==> src/rtl/prefix_adder_pipe.sv <==
// prefix_adder_pipe: pipelined Kogge-Stone adder/subtractor with valid/ready streaming
//
// Ports:
//   clk, rst                 clock, synchronous active-high reset
//   in_valid / in_ready      input handshake (in_ready is combinational from out_ready)
//   in_x, in_y               operands (WIDTH bits)
//   in_cin                   carry-in (borrow-in with inverted sense when subtracting)
//   in_sub                   1 = x - y, 0 = x + y
//   in_tag                   sideband returned unchanged with the result
//   out_valid / out_ready    output handshake
//   out_sum                  result (WIDTH bits)
//   out_cout                 carry out of the MSB (1 = no borrow when subtracting)
//   out_ovf                  signed two's-complement overflow
//   out_zero                 out_sum == 0
//   out_tag                  tag of the beat on the output
module prefix_adder_pipe #(
    parameter int WIDTH       = 16,
    parameter int LVL_PER_STG = 2,
    parameter int TAG_W       = 4
) (
    input  logic             clk,
    input  logic             rst,
    input  logic             in_valid,
    output logic             in_ready,
    input  logic [WIDTH-1:0] in_x,
    input  logic [WIDTH-1:0] in_y,
    input  logic             in_cin,
    input  logic             in_sub,
    input  logic [TAG_W-1:0] in_tag,
    output logic             out_valid,
    input  logic             out_ready,
    output logic [WIDTH-1:0] out_sum,
    output logic             out_cout,
    output logic             out_ovf,
    output logic             out_zero,
    output logic [TAG_W-1:0] out_tag
);
    localparam int LOG2W = $clog2(WIDTH);
    localparam int NSTG  = (LOG2W + LVL_PER_STG - 1) / LVL_PER_STG;
    localparam int LAT   = 1 + NSTG;

    logic [LAT-1:0]   r_v;
    logic [LAT-1:0]   w_rdy;
    logic             w_acc;
    logic [WIDTH-1:0] w_yp;
    logic [WIDTH-1:0] w_g0;
    logic [WIDTH-1:0] w_p0;
    logic [WIDTH-1:0] w_h0;
    logic             w_c0;
    logic [WIDTH-1:0] r_g   [NSTG];
    logic [WIDTH-1:0] r_p   [NSTG];
    logic [WIDTH-1:0] r_h   [NSTG];
    logic             r_c0  [NSTG];
    logic [TAG_W-1:0] r_tag [NSTG];
    logic [WIDTH-1:0] w_gn  [NSTG];
    logic [WIDTH-1:0] w_pn  [NSTG];
    logic [WIDTH:0]   w_c;
    logic [WIDTH-1:0] w_sum;
    logic [WIDTH-1:0] r_sum;
    logic             r_cout;
    logic             r_ovf;
    logic             r_zero;
    logic [TAG_W-1:0] r_otag;

    assign w_yp = in_sub ? ~in_y : in_y;
    assign w_c0 = in_cin ^ in_sub;
    assign w_p0 = in_x | w_yp;
    assign w_h0 = in_x ^ w_yp;
    // The carry-in acts as the generate of a virtual bit -1; merging it into
    // bit 0 up front keeps every carry span within LOG2W prefix levels.
    assign w_g0 = (in_x & w_yp) | {{(WIDTH-1){1'b0}}, w_p0[0] & w_c0};

    // A stage is ready if it or any stage downstream of it has a free slot,
    // or the consumer is taking the output beat.
    always_comb begin
        w_acc = out_ready;
        w_rdy = '0;
        for (int k = LAT - 1; k >= 0; k--) begin
            w_acc    = w_acc | ~r_v[k];
            w_rdy[k] = w_acc;
        end
    end

    assign in_ready = w_rdy[0] & ~rst;

    // Stage k applies prefix levels k*LVL_PER_STG .. (k+1)*LVL_PER_STG-1.
    // Bits are updated from the top down so each reads its lower partner
    // before that partner is overwritten; levels past LOG2W are identity.
    always_comb begin
        logic [WIDTH-1:0] g;
        logic [WIDTH-1:0] p;
        for (int k = 0; k < NSTG; k++) begin
            g = r_g[k];
            p = r_p[k];
            for (int l = 0; l < LVL_PER_STG; l++) begin
                if (k * LVL_PER_STG + l < LOG2W) begin
                    for (int i = WIDTH - 1; i >= (1 << (k * LVL_PER_STG + l)); i--) begin
                        g[i] = g[i] | (p[i] & g[i - (1 << (k * LVL_PER_STG + l))]);
                        p[i] = p[i] & p[i - (1 << (k * LVL_PER_STG + l))];
                    end
                end
            end
            w_gn[k] = g;
            w_pn[k] = p;
        end
    end

    // c[0] is the folded carry-in; c[i+1] is the full-span generate of bit i.
    assign w_c   = {w_gn[NSTG-1], r_c0[NSTG-1]};
    assign w_sum = r_h[NSTG-1] ^ w_c[WIDTH-1:0];

    always_ff @(posedge clk) begin
        if (rst) begin
            r_v    <= '0;
            r_sum  <= '0;
            r_cout <= 1'b0;
            r_ovf  <= 1'b0;
            r_zero <= 1'b0;
            r_otag <= '0;
        end else begin
            if (w_rdy[0]) begin
                r_v[0]   <= in_valid;
                r_g[0]   <= w_g0;
                r_p[0]   <= w_p0;
                r_h[0]   <= w_h0;
                r_c0[0]  <= w_c0;
                r_tag[0] <= in_tag;
            end
            for (int k = 1; k < NSTG; k++) begin
                if (w_rdy[k]) begin
                    r_v[k]   <= r_v[k-1];
                    r_g[k]   <= w_gn[k-1];
                    r_p[k]   <= w_pn[k-1];
                    r_h[k]   <= r_h[k-1];
                    r_c0[k]  <= r_c0[k-1];
                    r_tag[k] <= r_tag[k-1];
                end
            end
            if (w_rdy[LAT-1]) begin
                r_v[LAT-1] <= r_v[LAT-2];
                r_sum      <= w_sum;
                r_cout     <= w_c[WIDTH];
                r_ovf      <= w_c[WIDTH] ^ w_c[WIDTH-1];
                r_zero     <= ~|w_sum;
                r_otag     <= r_tag[NSTG-1];
            end
        end
    end

    assign out_valid = r_v[LAT-1];
    assign out_sum   = r_sum;
    assign out_cout  = r_cout;
    assign out_ovf   = r_ovf;
    assign out_zero  = r_zero;
    assign out_tag   = r_otag;
endmodule

==> config.mk <==
export PLATFORM = sky130hd
export DESIGN_NAME = prefix_adder_pipe
export DESIGN_NICKNAME = d
export VERILOG_FILES = /design/src/rtl/prefix_adder_pipe.sv
export SDC_FILE = /design/constraint.sdc
export NUM_CORES = 1
export LEC_CHECK = 0
export ABC_AREA = 1
export CORE_MARGIN = 2
export CORE_UTILIZATION = 50
export DETAILED_ROUTE_END_ITERATION = 10
export PLACE_DENSITY = 0.82
export SLEW_MARGIN = 20
export SYNTH_ARGS = -nofsm -noshare
export SYNTH_HDL_FRONTEND = slang
export SYNTH_SLANG_ARGS = --single-unit
==> constraint.sdc <==
create_clock -name clk -period 6.3 [get_ports clk]
set_clock_uncertainty 0.05 [all_clocks]
set_input_delay 1.89 -clock clk [delete_from_list [all_inputs] [get_ports clk]]
set_output_delay 1.89 -clock clk [all_outputs]
set_load 0.05 [all_outputs]
==> results of run 1 <==
through the flow:
step                      instance area [um2]  setup WS (ns)  utilization  hold slack, ns
after detailed placement                 6304         0.9767       0.5866          0.3545
after global placement                   6304          1.059       0.5866          0.3548
final                                    6982         0.9741       0.6497          0.3665
after CTS                                6982         0.9715       0.6497          0.3684
after global routing                     6982         0.8374       0.6497          0.3733
after floorplan                          5479         0.7101            -          0.3503
final timing paths:
kind | start | to | depth (start not counted)
setup reg to reg | r_v[2] | r_h[0][31] | 8
hold reg to reg | r_h[0][12] | r_h[0][28] | 0
setup / recovery | rst | in_ready | 5
hold / removal | r_h[0][12] | r_h[0][28] | 0
routing by layer:
| layer | track usage | wire length, um |
|---|---|---|
| met1 | 0.2165 | 4205 |
| met5 | 0 | 0 |
| met3 | 0.06037 | 584 |
| met2 | 0.3504 | 5529 |
| met4 | 0.07509 | 235 |
registers in the layout, summed over array words and instances, names as in the netlist:
signal and flops:
out_cout 1, out_ovf 1, out_sum 16, out_tag 4, out_zero 1, r_c0 2, r_g 32, r_h 32
r_p 27, r_tag 8, r_v 3
worst register-to-register path, stage by stage (launching register included):
cell and delay [ns]:
dfxtp_1 0.31, inv_1 0.06, nor2_1 0.04, buf_4 0.17, inv_2 0.06, buf_4 0.30
o21ai_0 0.14, clkinv_1 0.08, buf_4 0.50
where the power goes:
part	leakage, nW	switching (mW)	internal [mW]
clock network	0.323	0.353	0.760
logic	1.48	0.156	0.0979
registers	1.19	0.0354	0.988
synthesized netlist by cell type:
cell type,n
edfxtp_1,101
inv_1,86
nand2_1,75
ha_1,32
nor2_1,31
dfxtp_1,26
o21ai_0,26
a21oi_1,21
xnor2_1,18
nand2_2,9
o211ai_1,8
nand3b_1,7
o21bai_1,6
nand3_1,5
buf_2,4
nor2_2,3
a21o_1,2
a21oi_2,2
clkbuf_1,2
a31oi_1,1
and2_4,1
buf_1,1
buf_4,1
inv_2,1
nand3_2,1
nor3_1,1
o21a_1,1
o21bai_4,1
o31ai_1,1
or2_2,1
xor2_1,1
final cells by class:
type | count | area share
clock buffer | 17 | 0.05932
sequential | 127 | 0.5090
inverter | 87 | 0.04677
multi-input combinational | 254 | 0.2235
timing repair buffer | 70 | 0.09857
tap | 140 | 0.02509
clock inverter | 15 | 0.03781
cells by family after synthesis:
| kind of cell | Yosys count | share of synthesized area |
|---|---|---|
| simple gates | 134 | 0.1060 |
| flops | 127 | 0.6486 |
| buf+inv | 95 | 0.06668 |
| compound gates | 69 | 0.07536 |
| fa+ha+maj | 32 | 0.07308 |
| xor+xnor | 19 | 0.03037 |
==> impl_metrics.yaml, run 1 <==
floorplan:
  io_pins: 67
  start_util: 0.5099
  die_h_um: 108.7
  dieArea_um2: 11810
  die_x_um: 108.7
  core_um2: 10750
  rows: 38
status:
  outcome: "completed"
route:
  first_pass_iters: 5
  drc: 0
  wire_per_inst_um: 14.86
  wl_um: 10550
  routed_via_density: 4.970
  routed-via-count: 3529
  ant_nets: 0
  drt_iter0_drc: 242
layout:
  drive_gt1_frac: 0.09649
  multiInputGateArea_um2: 1560
  seq_area_um2: 3553
  area_delta_synth_final_pct: 27.43
  mostFrequentLayoutCells: "101 x edfxtp_1, 84 x inv_1, 75 x nand2_1"
  nets: 631
  nFillCells: 773
  diodes: 0
  layout.cells.non_filler: 710
  final_common_cell: "edfxtp_1"
clocking:
  post_cts_buffers: 0
  path_clk_slew_ns: 0.06
  cts_root_buffer: "clkbuf_8"
  cts_tree: "done"
  cts.sinks: 127
  cts_buffer_depth: 2
  clk_latency_ns: 0.53
  htreeDepth: 4
  postCtsHoldBufs: 0
  cts_made_buffers: 17
  cts_resized: 0
timing:
  timing.slew.headroom: 0.3122
  hold_viol: 0
  worst_pin_slew_ns: 1.028
  fmax_mhz: 187.8
  final-setup-viol-count: 0
  rsz0062_at_grt: "no"
  period_share: 0.8454
  fin_tns_setup_ns: 0
  drv_slew: 0
  fin_crit_ns: 5.326
worst_setup_path:
  crit_family: "buffers and inverters"
  crit_slowest_cell: "inv_1"
  cp.arrival_ns: 3.39
  crit_buf_inv: 4
  rrSetupSlack_ns: 4.18
  slowest_delay_ns: 0.52
  worstSetupStartpointType: "input pin"
  path_class: "in2out"
  crit_fanout: 25
  cp_data_required_time_ns: 4.36
  end_kind: "output pin"
  cp_cell_sequence: "clkdlybuf4s50_1 > inv_1 > nand2_1 > inv_2 > buf_4"
yosys:
  syn_area_per_cell_um2: 11.51
  ys_types: 31
  synth_top_area_frac: 0.5536
  synth_nets: 550
  synthCells: 476
  synth_area_leaders: "edfxtp_1 55%, dfxtp_1 9.5%, ha_1 7.3%, inv_1 5.9%, nand2_1 5.1%"
  synth_area_um2: 5479
  ys_ff_latch: 127
  yosysWarnings: 0
  ys_seq_area_frac: 0.6485
  yosys.area.top_type: "edfxtp_1"
placed_design:
  globalplace.congestion: 0.7645
  dp.cells: 678
  place.port_buffers: 66
  dp_hpwl_um: 6884
grt:
  first_global_vias: 3693
  grt_max_degree: 53
  grt-ovfl-total: 0
  grt_pass1_wl_um: 17150
  antenna_found_initial: 0
  grt_usage: 0.1953
min_path:
  min_path_type: "reg2reg"
power:
  p_total_mw: 2.390
  leakagePower_nw: 2.998
  pwr_density_cell_nw_per_um2: 342.3
  ir_drop_mv: 0.1940
flow_run:
  drv_cap: 0
(Power assumes the default switching activity.)
==> run 2: changes to the inputs <==
==> constraint.sdc (replaced) <==
create_clock -name clk -period 5.35 [get_ports clk]
set_clock_uncertainty 0.05 [all_clocks]
set_input_delay 1.605 -clock clk [delete_from_list [all_inputs] [get_ports clk]]
set_output_delay 1.605 -clock clk [all_outputs]
set_load 0.05 [all_outputs]
==> impl_metrics.yaml, run 2 (same netlist as run 1, synthesis figures left out) <==
status:
  outcome: "completed"
placed_design:
  pre_cts_slack_ns: 0.7945
  place.port_buffers: 66
  place_area_um2: 6311
  globalplace.congestion: 0.7892
  dp_hpwl_um: 7059
layout:
  seq_area_um2: 3553
  mostFrequentLayoutCells: "101 x edfxtp_1, 84 x inv_1, 75 x nand2_1"
  fin_area_um2: 6845
  post-route-util: 0.6371
  area_delta_synth_final_pct: 24.94
  drive_gt1_frac: 0.09807
  nFillCells: 822
  diodes: 0
  final_common_cell: "edfxtp_1"
  multiInputGateArea_um2: 1560
  largestRegisters: "r_g x32, r_h x32, r_p x27"
  nets: 632
min_path:
  hold_path.startpoint: "r_tag[0][3]"
  min_to: "r_tag[1][3]"
  min_path_type: "reg2reg"
  whs_path_depth: 0
clocking:
  cts_tree: "done"
  clk_latency_ns: 0.53
  path_clk_slew_ns: 0.06
  postCtsHoldBufs: 0
  cts_made_buffers: 17
  cts_root_buffer: "clkbuf_8"
  post_cts_buffers: 0
  htreeDepth: 4
  cts_resized: 0
  cts_buffer_depth: 2
  cts.sinks: 127
timing:
  fin_crit_ns: 4.569
  drv_slew: 0
  hold_viol: 0
  timing.slew.headroom: 0.2768
  whs_ns: 0.3776
  fin_tns_setup_ns: 0
  final-setup-viol-count: 0
  fmax_mhz: 218.9
  worst_pin_slew_ns: 1.081
  rsz0062_at_grt: "no"
  period_share: 0.8541
  setup_slack_ns: 0.7807
route:
  ant_nets: 0
  first_pass_iters: 5
  routed-via-count: 3445
  wl_um: 10170
  routed_via_density: 4.845
  drt_iter0_drc: 323
  wire_per_inst_um: 14.30
  drc: 0
floorplan:
  die_x_um: 108.7
  dieArea_um2: 11810
  rows: 38
  io_pins: 67
  core_um2: 10750
  die_h_um: 108.7
  start_util: 0.5099
worst_setup_path:
  cp_data_required_time_ns: 3.70
  worstSetupStartpointType: "input pin"
  crit_fanout: 13
  r2r_end: "r_p[0][31]"
  path_class: "in2out"
  ff2ff_path_depth: 8
  r2r_start: "r_v[2]"
  end_kind: "output pin"
  cp.arrival_ns: 2.91
  rrSetupSlack_ns: 3.29
  worstSetupStartpoint: "out_ready"
power:
  leakagePower_nw: 2.944
  ir_drop_mv: 0.2095
  pwr_density_cell_nw_per_um2: 367.4
grt:
  grt-ovfl-total: 0
  antenna_found_initial: 0
  first_global_vias: 3503
  grt_pass1_wl_um: 16220
  grt_usage: 0.1839
  grt_max_degree: 53
flow_run:
  drv_cap: 0
run 2: changes by cell type in the layout (fill, tap and decap cells not counted), sizes merged:
cell,previous run,this run
bufinv,7,0
clkbuf,17,21
clkinv,6,10
buf,5,6
inv,87,86
run 2: report_power, final:
group / switching (mW) / internal (mW) / leakage (nW)
Sequential: 0.0419 / 1.16 / 1.19
Combinational: 0.180 / 0.115 / 1.49
Clock: 0.404 / 0.611 / 0.264
Total: 0.626 / 1.89 / 2.94
run 2: per-layer routing:
layer / wire length [um] / up-vias / global-route usage / share of wire
met5: 0 / - / 0 / 0
met4: 182 / 0 / 0.07051 / 0.018
met3: 488 / 15 / 0.05140 / 0.048
met2: 5303 / 87 / 0.3250 / 0.52
met1: 4194 / 1607 / 0.2120 / 0.41
li1: - / 1736 / - / -
run 2: worst max-delay path by stage:
stage	to	slack (ns)	depth (start not counted)
after floorplan	in_ready	0.33	4
after global placement	in_ready	0.84	9
after detailed placement	in_ready	0.79	9
after CTS	in_ready	0.78	9
after global routing	in_ready	0.68	9
final	in_ready	0.78	9
run 2: worst max-delay path, cell delays in order:
cell and delay (ns):
clkdlybuf4s50_1 0.39, nor2_1 0.11, buf_4 0.20, inv_2 0.06, nor2_1 0.12, nand2_1 0.09
nand2_1 0.08, inv_2 0.06, buf_4 0.19
run 2: metrics by stage:
stage	total power [mW]	cells
2_1_floorplan	1.399	476
3_3_place_gp	1.499	679
3_5_place_dp	1.519	679
4_1_cts	2.532	711
5_1_grt	2.603	711
6_report	2.515	711
run 2: cell type report:
type	count	area share
sequential	127	0.5191
tap	140	0.02559
clock buffer	21	0.06854
inverter	87	0.04771
multi-input combinational	254	0.2279
timing repair buffer	71	0.1016
clock inverter	11	0.009505
